<file path="config.mk">
export PLATFORM = sky130hd
export DESIGN_NAME = dot_product_4bit
export DESIGN_NICKNAME = d
export VERILOG_FILES = /design/src/rtl/mult_pkg.sv /design/src/rtl/mult4_comb.sv /design/src/rtl/dot_product_4bit.sv
export SDC_FILE = /design/constraint.sdc
export NUM_CORES = 1
export LEC_CHECK = 0
export ABC_CLOCK_PERIOD_IN_PS = 3600
export BUFFER_PORTS_ARGS = -buffer_cell sky130_fd_sc_hd__buf_4
export CORE_MARGIN = 2
export CORE_UTILIZATION = 50
export CTS_CLUSTER_DIAMETER = 50
export DETAILED_ROUTE_END_ITERATION = 8
export GPL_ROUTABILITY_DRIVEN = 0
export PLACE_DENSITY = 0.73
export RECOVER_POWER = 25
export SYNTH_ARGS = -nofsm -noshare
export SYNTH_HDL_FRONTEND = slang
export SYNTH_SLANG_ARGS = --single-unit
</file>
<file path="constraint.sdc">
create_clock -name clk -period 3.6 [get_ports clk]
set_input_delay 0 -clock clk [delete_from_list [all_inputs] [get_ports clk]]
set_output_delay 0 -clock clk [all_outputs]
set_load 0.02 [all_outputs]
</file>
<file path="src/rtl/mult_pkg.sv">
// Shared types and constants for the 4-bit dot-product block.
package mult_pkg;

   localparam int unsigned LEN_DEF   = 4;
   localparam int unsigned ACC_W_DEF = 10;
   localparam int unsigned PROD_W    = 8;

   typedef enum logic {
      ACCUM = 1'b0,
      DONE  = 1'b1
   } state_t;

endpackage

</file>
<file path="src/rtl/mult4_comb.sv">
// Purely combinational 4x4 unsigned multiplier producing an 8-bit product.
module mult4_comb
   import mult_pkg::*;
(
   input  logic [3:0]        i_a,
   input  logic [3:0]        i_b,
   output logic [PROD_W-1:0] o_p
);

   always_comb begin
      o_p = {4'b0000, i_a} * {4'b0000, i_b};
   end

endmodule

</file>
<file path="src/rtl/dot_product_4bit.sv">
// Accumulates LEN unsigned 4x4 products with valid/ready handshakes on both sides;
// the sum is presented in DONE until the consumer accepts it.
module dot_product_4bit
   import mult_pkg::*;
#(
   parameter int unsigned LEN   = LEN_DEF,
   parameter int unsigned ACC_W = ACC_W_DEF
)(
   input  logic             clk,
   input  logic             rst,
   input  logic             clear,
   input  logic             in_valid,
   output logic             in_ready,
   input  logic [3:0]       in_a,
   input  logic [3:0]       in_b,
   output logic             out_valid,
   input  logic             out_ready,
   output logic [ACC_W-1:0] out_sum
);

   localparam int unsigned      CNT_W    = (LEN > 1) ? $clog2(LEN) : 1;
   localparam logic [CNT_W-1:0] CNT_LAST = CNT_W'(LEN - 1);

   state_t             r_state;
   state_t             w_next;
   logic [ACC_W-1:0]   r_acc;
   logic [CNT_W-1:0]   r_cnt;
   logic [PROD_W-1:0]  w_prod;
   logic               w_in_acc;
   logic               w_out_acc;
   logic               w_last;

   mult4_comb u_mult (
      .i_a (in_a),
      .i_b (in_b),
      .o_p (w_prod)
   );

   assign w_in_acc  = in_valid  & in_ready;
   assign w_out_acc = out_valid & out_ready;
   assign w_last    = (r_cnt == CNT_LAST);

   always_ff @(posedge clk) begin
      if (rst) begin
         r_state <= ACCUM;
      end else begin
         r_state <= w_next;
      end
   end

   // clear overrides any handshake completing in the same cycle
   always_comb begin
      w_next = r_state;
      if (clear) begin
         w_next = ACCUM;
      end else begin
         case (r_state)
            ACCUM:   if (w_in_acc && w_last) w_next = DONE;
            DONE:    if (w_out_acc)          w_next = ACCUM;
            default: w_next = ACCUM;
         endcase
      end
   end

   always_comb begin
      in_ready  = (r_state == ACCUM);
      out_valid = (r_state == DONE);
      out_sum   = (r_state == DONE) ? r_acc : '0;
   end

   always_ff @(posedge clk) begin
      if (rst || clear) begin
         r_acc <= '0;
         r_cnt <= '0;
      end else if (w_in_acc) begin
         r_acc <= r_acc + {{(ACC_W - PROD_W){1'b0}}, w_prod};
         r_cnt <= w_last ? '0 : r_cnt + 1'b1;
      end else if (w_out_acc) begin
         r_acc <= '0;
      end
   end

endmodule

</file>
==> report_table.html <==
<table>
<tr><th>Metric</th><th>Value</th></tr>
<tr><th colspan="2">Timing</th></tr>
<tr><td>Final setup TNS</td><td>0 ps</td></tr>
<tr><td>Relative slew margins</td><td>48.3%</td></tr>
<tr><td>Unrepaired setup endpoints after global routing</td><td>no</td></tr>
<tr><td>Final setup slack of the worst path</td><td>731 ps</td></tr>
<tr><td>Final worst clock skew</td><td>3.73 ps</td></tr>
<tr><td>Final number of setup-violating endpoints</td><td>0</td></tr>
<tr><td>Maximum clock frequency</td><td>349 MHz</td></tr>
<tr><td>Final hold viol count</td><td>0</td></tr>
<tr><td>Transition at the pin with the smallest max-transition slack</td><td>773 ps</td></tr>
<tr><td>Slew Viols, Final</td><td>0</td></tr>
<tr><td>Shortest period the worst path allows</td><td>2870 ps</td></tr>
<tr><td>Share of the clock period used by the worst path</td><td>79.7%</td></tr>
<tr><th colspan="2">Critical path</th></tr>
<tr><td>Cells along the critical path</td><td>buf_4 -&gt; nand2_1 -&gt; fa_1 -&gt; fa_1 -&gt; fa_1 -&gt; inv_1 -&gt; ha_1 -&gt; a211oi_1 -&gt; nor3b_1 -&gt; o21ai_1 -&gt; mux2i_1 -&gt; o21ai_1</td></tr>
<tr><td>Reg-to-reg setup timing slack</td><td>1150 ps</td></tr>
<tr><td>Crit Reg-Reg Endpoint</td><td>r_acc[9]</td></tr>
<tr><td>Critical path capture point type</td><td>register</td></tr>
<tr><td>Required arrival time at the worst endpoint</td><td>3770 ps</td></tr>
<tr><td>Worst reg2reg path startpoint</td><td>r_acc[6]</td></tr>
<tr><td>Worst-path maximum fanout</td><td>4</td></tr>
<tr><td>Slowest stage cell, crit path</td><td>sky130_fd_sc_hd__fa_1</td></tr>
<tr><td>Top Family by Delay on Critical Path</td><td>adder cells</td></tr>
<tr><td>Most frequent cell on the critical path</td><td>sky130_fd_sc_hd__fa_1</td></tr>
<tr><td>Combined buffer and inverter count along the critical path</td><td>2</td></tr>
<tr><td>Crit Path Category</td><td>in -&gt; reg</td></tr>
<tr><td>Max incr delay on CP</td><td>520 ps</td></tr>
<tr><td>Crit path arrival time</td><td>3040 ps</td></tr>
<tr><td>Reg2Reg Depth</td><td>9</td></tr>
<tr><td>Startpoint types</td><td>primary input</td></tr>
<tr><th colspan="2">Floorplan</th></tr>
<tr><td>X dimension of the die</td><td>54.9 um</td></tr>
<tr><td>Die Area</td><td>3020 um2</td></tr>
<tr><td>Overall die height</td><td>54.9 um</td></tr>
<tr><td>Placeable core region</td><td>2480 um2</td></tr>
<tr><td>Starting density of the core</td><td>52.4%</td></tr>
<tr><td>Top-level port count</td><td>25</td></tr>
<tr><td>Core Rows</td><td>18</td></tr>
<tr><th colspan="2">Synth</th></tr>
<tr><td>Seq cells post-synth</td><td>13</td></tr>
<tr><td>Syn Std Cell Area</td><td>1300 um2</td></tr>
<tr><td>Top FF cell, synth</td><td>sky130_fd_sc_hd__dfxtp_1</td></tr>
<tr><td>Share of Yosys cell area claimed by the top area cell type</td><td>20.1%</td></tr>
<tr><td>Number of enable flip-flop cells after synthesis</td><td>0</td></tr>
<tr><td>Synth area leader</td><td>sky130_fd_sc_hd__dfxtp_1</td></tr>
<tr><td>Total nets after synthesis</td><td>196</td></tr>
<tr><td>Cell variety after synth</td><td>33</td></tr>
<tr><td>Portion of the post-synthesis area used by sequential elements</td><td>20.1%</td></tr>
<tr><td>Post-Syn Area per Cell</td><td>8.37 um2</td></tr>
<tr><td>Syn. warnings</td><td>0</td></tr>
<tr><td>Gate count after technology mapping</td><td>155</td></tr>
<tr><td>Async SR Flop Fraction</td><td>0%</td></tr>
<tr><td>Cells taking the most area after synthesis</td><td>sky130_fd_sc_hd__dfxtp_1, sky130_fd_sc_hd__ha_1, sky130_fd_sc_hd__fa_1</td></tr>
<tr><th colspan="2">GRT</th></tr>
<tr><td>Total gr overflow</td><td>0</td></tr>
<tr><td>Via count of the first global-routing pass</td><td>1048</td></tr>
<tr><td>Total routing resource utilization after global routing</td><td>22.2%</td></tr>
<tr><td>Global-route wire length before repair</td><td>4.76 mm</td></tr>
<tr><td>Largest net degree at the start of global routing</td><td>12</td></tr>
<tr><td>Number of antenna violations at the first check in global routing</td><td>0</td></tr>
<tr><th colspan="2">Min path</th></tr>
<tr><td>Hold Path Class</td><td>in -&gt; reg</td></tr>
<tr><td>Cell count of the worst hold path</td><td>4</td></tr>
<tr><td>Hold wc startpoint</td><td>out_ready</td></tr>
<tr><td>Endpoint of the worst hold-timing path</td><td>r_acc[9]</td></tr>
<tr><th colspan="2">Clocking</th></tr>
<tr><td>Level count of the clock H-tree</td><td>1</td></tr>
<tr><td>Clock network latency to the later pin of the worst-skew pair</td><td>280 ps</td></tr>
<tr><td>CTS tree</td><td>done</td></tr>
<tr><td>Sinks on Clock Net</td><td>13</td></tr>
<tr><td>Resized Gates After CTS</td><td>0</td></tr>
<tr><td>Maximum root-to-sink buffer count</td><td>2</td></tr>
<tr><td>Clock transition time at the flip-flop clock pins of the worst setup and hold paths</td><td>80 ps</td></tr>
<tr><td>Post-CTS repair timing setup buffer count</td><td>0</td></tr>
<tr><td>CTS Buf Count</td><td>3</td></tr>
<tr><td>Root buffer cell</td><td>sky130_fd_sc_hd__clkbuf_4</td></tr>
<tr><td>Number of hold-repair buffers added at the cts stage</td><td>2</td></tr>
<tr><th colspan="2">Placed design</th></tr>
<tr><td>Number of port buffers</td><td>24</td></tr>
<tr><td>Half-perimeter wire length of the detailed placement result</td><td>2.31 mm</td></tr>
<tr><td>Pre-CTS setup slack</td><td>439 ps</td></tr>
<tr><td>Post-detailed-placement cell area</td><td>1500 um2</td></tr>
<tr><td>Post-placement cell count</td><td>206</td></tr>
<tr><th colspan="2">Layout</th></tr>
<tr><td>Filler cells</td><td>233</td></tr>
<tr><td>Layout Area Growth over Synthesis</td><td>18.7%</td></tr>
<tr><td>Inserted Diodes</td><td>0</td></tr>
<tr><td>Post-route cell area</td><td>1540 um2</td></tr>
<tr><td>Fraction of layout instances using a drive strength above 1</td><td>15.9%</td></tr>
<tr><td>Finished Layout Cells</td><td>212</td></tr>
<tr><td>Number of nets in the final layout</td><td>224</td></tr>
<tr><th colspan="2">Routing</th></tr>
<tr><td>Met3 wire length</td><td>102 um</td></tr>
<tr><td>Sum of routed wire segments on met1</td><td>1.29 mm</td></tr>
<tr><td>Average wire per standard cell</td><td>13.4 um</td></tr>
<tr><td>Highest Signal Layer</td><td>met4</td></tr>
<tr><td>Via density per instance</td><td>5.44</td></tr>
<tr><td>Length of the first detailed-routing pass in iterations</td><td>4</td></tr>
<tr><td>Number of DRC violations after detailed-routing iteration 0</td><td>20</td></tr>
<tr><td>Routed Wire Length</td><td>2.84 mm</td></tr>
<tr><td>DRC</td><td>0</td></tr>
<tr><td>Number of nets with antenna violations after detailed routing</td><td>0</td></tr>
<tr><td>Routed wire length on met2</td><td>1.42 mm</td></tr>
<tr><td>Total number of vias</td><td>1153</td></tr>
<tr><th colspan="2">Outcome</th></tr>
<tr><td>Result of the run</td><td>completed</td></tr>
<tr><th colspan="2">Job</th></tr>
<tr><td>Max capacitance violation total</td><td>0</td></tr>
<tr><th colspan="2">Power</th></tr>
<tr><td>Max VDD drop</td><td>0.216 mV</td></tr>
<tr><td>Leakage</td><td>0.774 nW</td></tr>
<tr><td>Pwr per Cell Area</td><td>272 nW/um2</td></tr>
</table>
-- kinds of logic after synthesis --
logic type      after synthesis  share of synthesized area (%)
fa+ha+maj                    28                           32.2
simple gates                 57                           22.3
xor+xnor                      3                           2.03
mux                           3                           2.31
compound gates               26                           13.7
flops                        13                           20.1
buf+inv                      25                           7.43
-- area by class of cell --
cell class / instances / area, um2 / area share [%]
Multi-Input combinational cell: 117 / 941 / 61.1
Sequential cell: 13 / 260 / 16.9
Timing Repair Buffer: 26 / 193 / 12.5
Inverter: 22 / 82.6 / 5.36
Tap cell: 30 / 37.5 / 2.44
Clock buffer: 4 / 26.3 / 1.71
-- metal layers --
layer | up-vias | global-route usage [%]
met5 | - | 0
met4 | 0 | 5.28
met3 | 4 | 4.84
met2 | 26 | 35.5
met1 | 552 | 30.6
li1 | 571 | -
-- worst max-delay path by stage --
stage / start / end / slack [ps] / cells after the start
after CTS: in_b[3] / r_acc[6] / 740 / 12
after global routing: in_b[3] / r_acc[6] / 570 / 12
after detailed placement: in_b[3] / r_acc[6] / 440 / 12
final: in_b[3] / r_acc[8] / 730 / 12
after floorplan: in_a[0] / r_acc[6] / 790 / 11
after global placement: in_a[0] / r_acc[6] / 530 / 12
-- cell usage after synthesis, types with 2 or more instances --
cell type                  count
sky130_fd_sc_hd__inv_1        22
sky130_fd_sc_hd__a21o_1        2
sky130_fd_sc_hd__nand2_1      10
sky130_fd_sc_hd__a211oi_1      2
sky130_fd_sc_hd__dfxtp_1      13
sky130_fd_sc_hd__fa_1          9
sky130_fd_sc_hd__nor2_1       15
sky130_fd_sc_hd__nand3_1       5
sky130_fd_sc_hd__o21ai_1       3
sky130_fd_sc_hd__a21oi_1       6
sky130_fd_sc_hd__ha_1         19
sky130_fd_sc_hd__a22oi_1       4
sky130_fd_sc_hd__buf_2         2
sky130_fd_sc_hd__nor3_1        2
sky130_fd_sc_hd__and2_1       18
sky130_fd_sc_hd__xor2_1        3
sky130_fd_sc_hd__o21ai_0       2
sky130_fd_sc_hd__mux2i_1       3
-- power by group --
group | switching [W] | internal [W]
sequential | 0.00000423 | 0.000150
clock | 0.0000496 | 0.0000429
combinational | 0.0000956 | 0.0000766
total | 0.000149 | 0.000270
-- layout by cell type, fill, tap and decap left out --
master,count
sky130_fd_sc_hd__o21bai_1,1
sky130_fd_sc_hd__and2_1,14
sky130_fd_sc_hd__ha_1,19
sky130_fd_sc_hd__fa_1,9
sky130_fd_sc_hd__a2bb2oi_1,1
sky130_fd_sc_hd__nand3_1,5
sky130_fd_sc_hd__o21ai_1,3
sky130_fd_sc_hd__inv_1,22
sky130_fd_sc_hd__mux2i_1,3
sky130_fd_sc_hd__and2_4,1
sky130_fd_sc_hd__nor3_1,2
sky130_fd_sc_hd__a31oi_2,1
sky130_fd_sc_hd__a32oi_1,1
sky130_fd_sc_hd__buf_4,22
sky130_fd_sc_hd__nor3b_1,1
sky130_fd_sc_hd__clkbuf_4,3
sky130_fd_sc_hd__or3_1,1
sky130_fd_sc_hd__a221o_1,1
sky130_fd_sc_hd__or2_2,1
sky130_fd_sc_hd__nor2b_1,1
sky130_fd_sc_hd__and2_0,4
sky130_fd_sc_hd__and3_1,1
sky130_fd_sc_hd__a211oi_1,2
sky130_fd_sc_hd__o22ai_1,1
sky130_fd_sc_hd__a21o_1,2
sky130_fd_sc_hd__o21ai_0,2
sky130_fd_sc_hd__a21oi_1,6
sky130_fd_sc_hd__nor4_1,1
sky130_fd_sc_hd__clkbuf_1,3
sky130_fd_sc_hd__dfxtp_1,13
sky130_fd_sc_hd__nand2_1,10
sky130_fd_sc_hd__nor2_1,15
sky130_fd_sc_hd__xor2_1,3
sky130_fd_sc_hd__a21oi_2,1
sky130_fd_sc_hd__a22oi_1,4
sky130_fd_sc_hd__dlygate4sd3_1,2
-- flip-flops by register name, indices dropped and copies added, names as in the netlist --
name	cells
r_cnt	2
r_acc	10
out_valid	1
-- metrics by stage --
stage | power [W] | utilization, % | hold slack [ps]
floorplan | 0.000284 | - | 179
global placement | 0.000320 | 60.6 | 298
detailed placement | 0.000328 | 60.6 | 300
CTS | 0.000423 | 62.5 | 41.6
global route | 0.000454 | 62.2 | 51.6
finish | 0.000419 | 62.2 | 48.3
-- tightest hold or removal path, cell delays in order --
cell and delay [ps]:
sky130_fd_sc_hd__buf_4 100, sky130_fd_sc_hd__nand2_1 50, sky130_fd_sc_hd__nand3_1 70, sky130_fd_sc_hd__mux2i_1 60
Power figures use the tool's default switching activity.
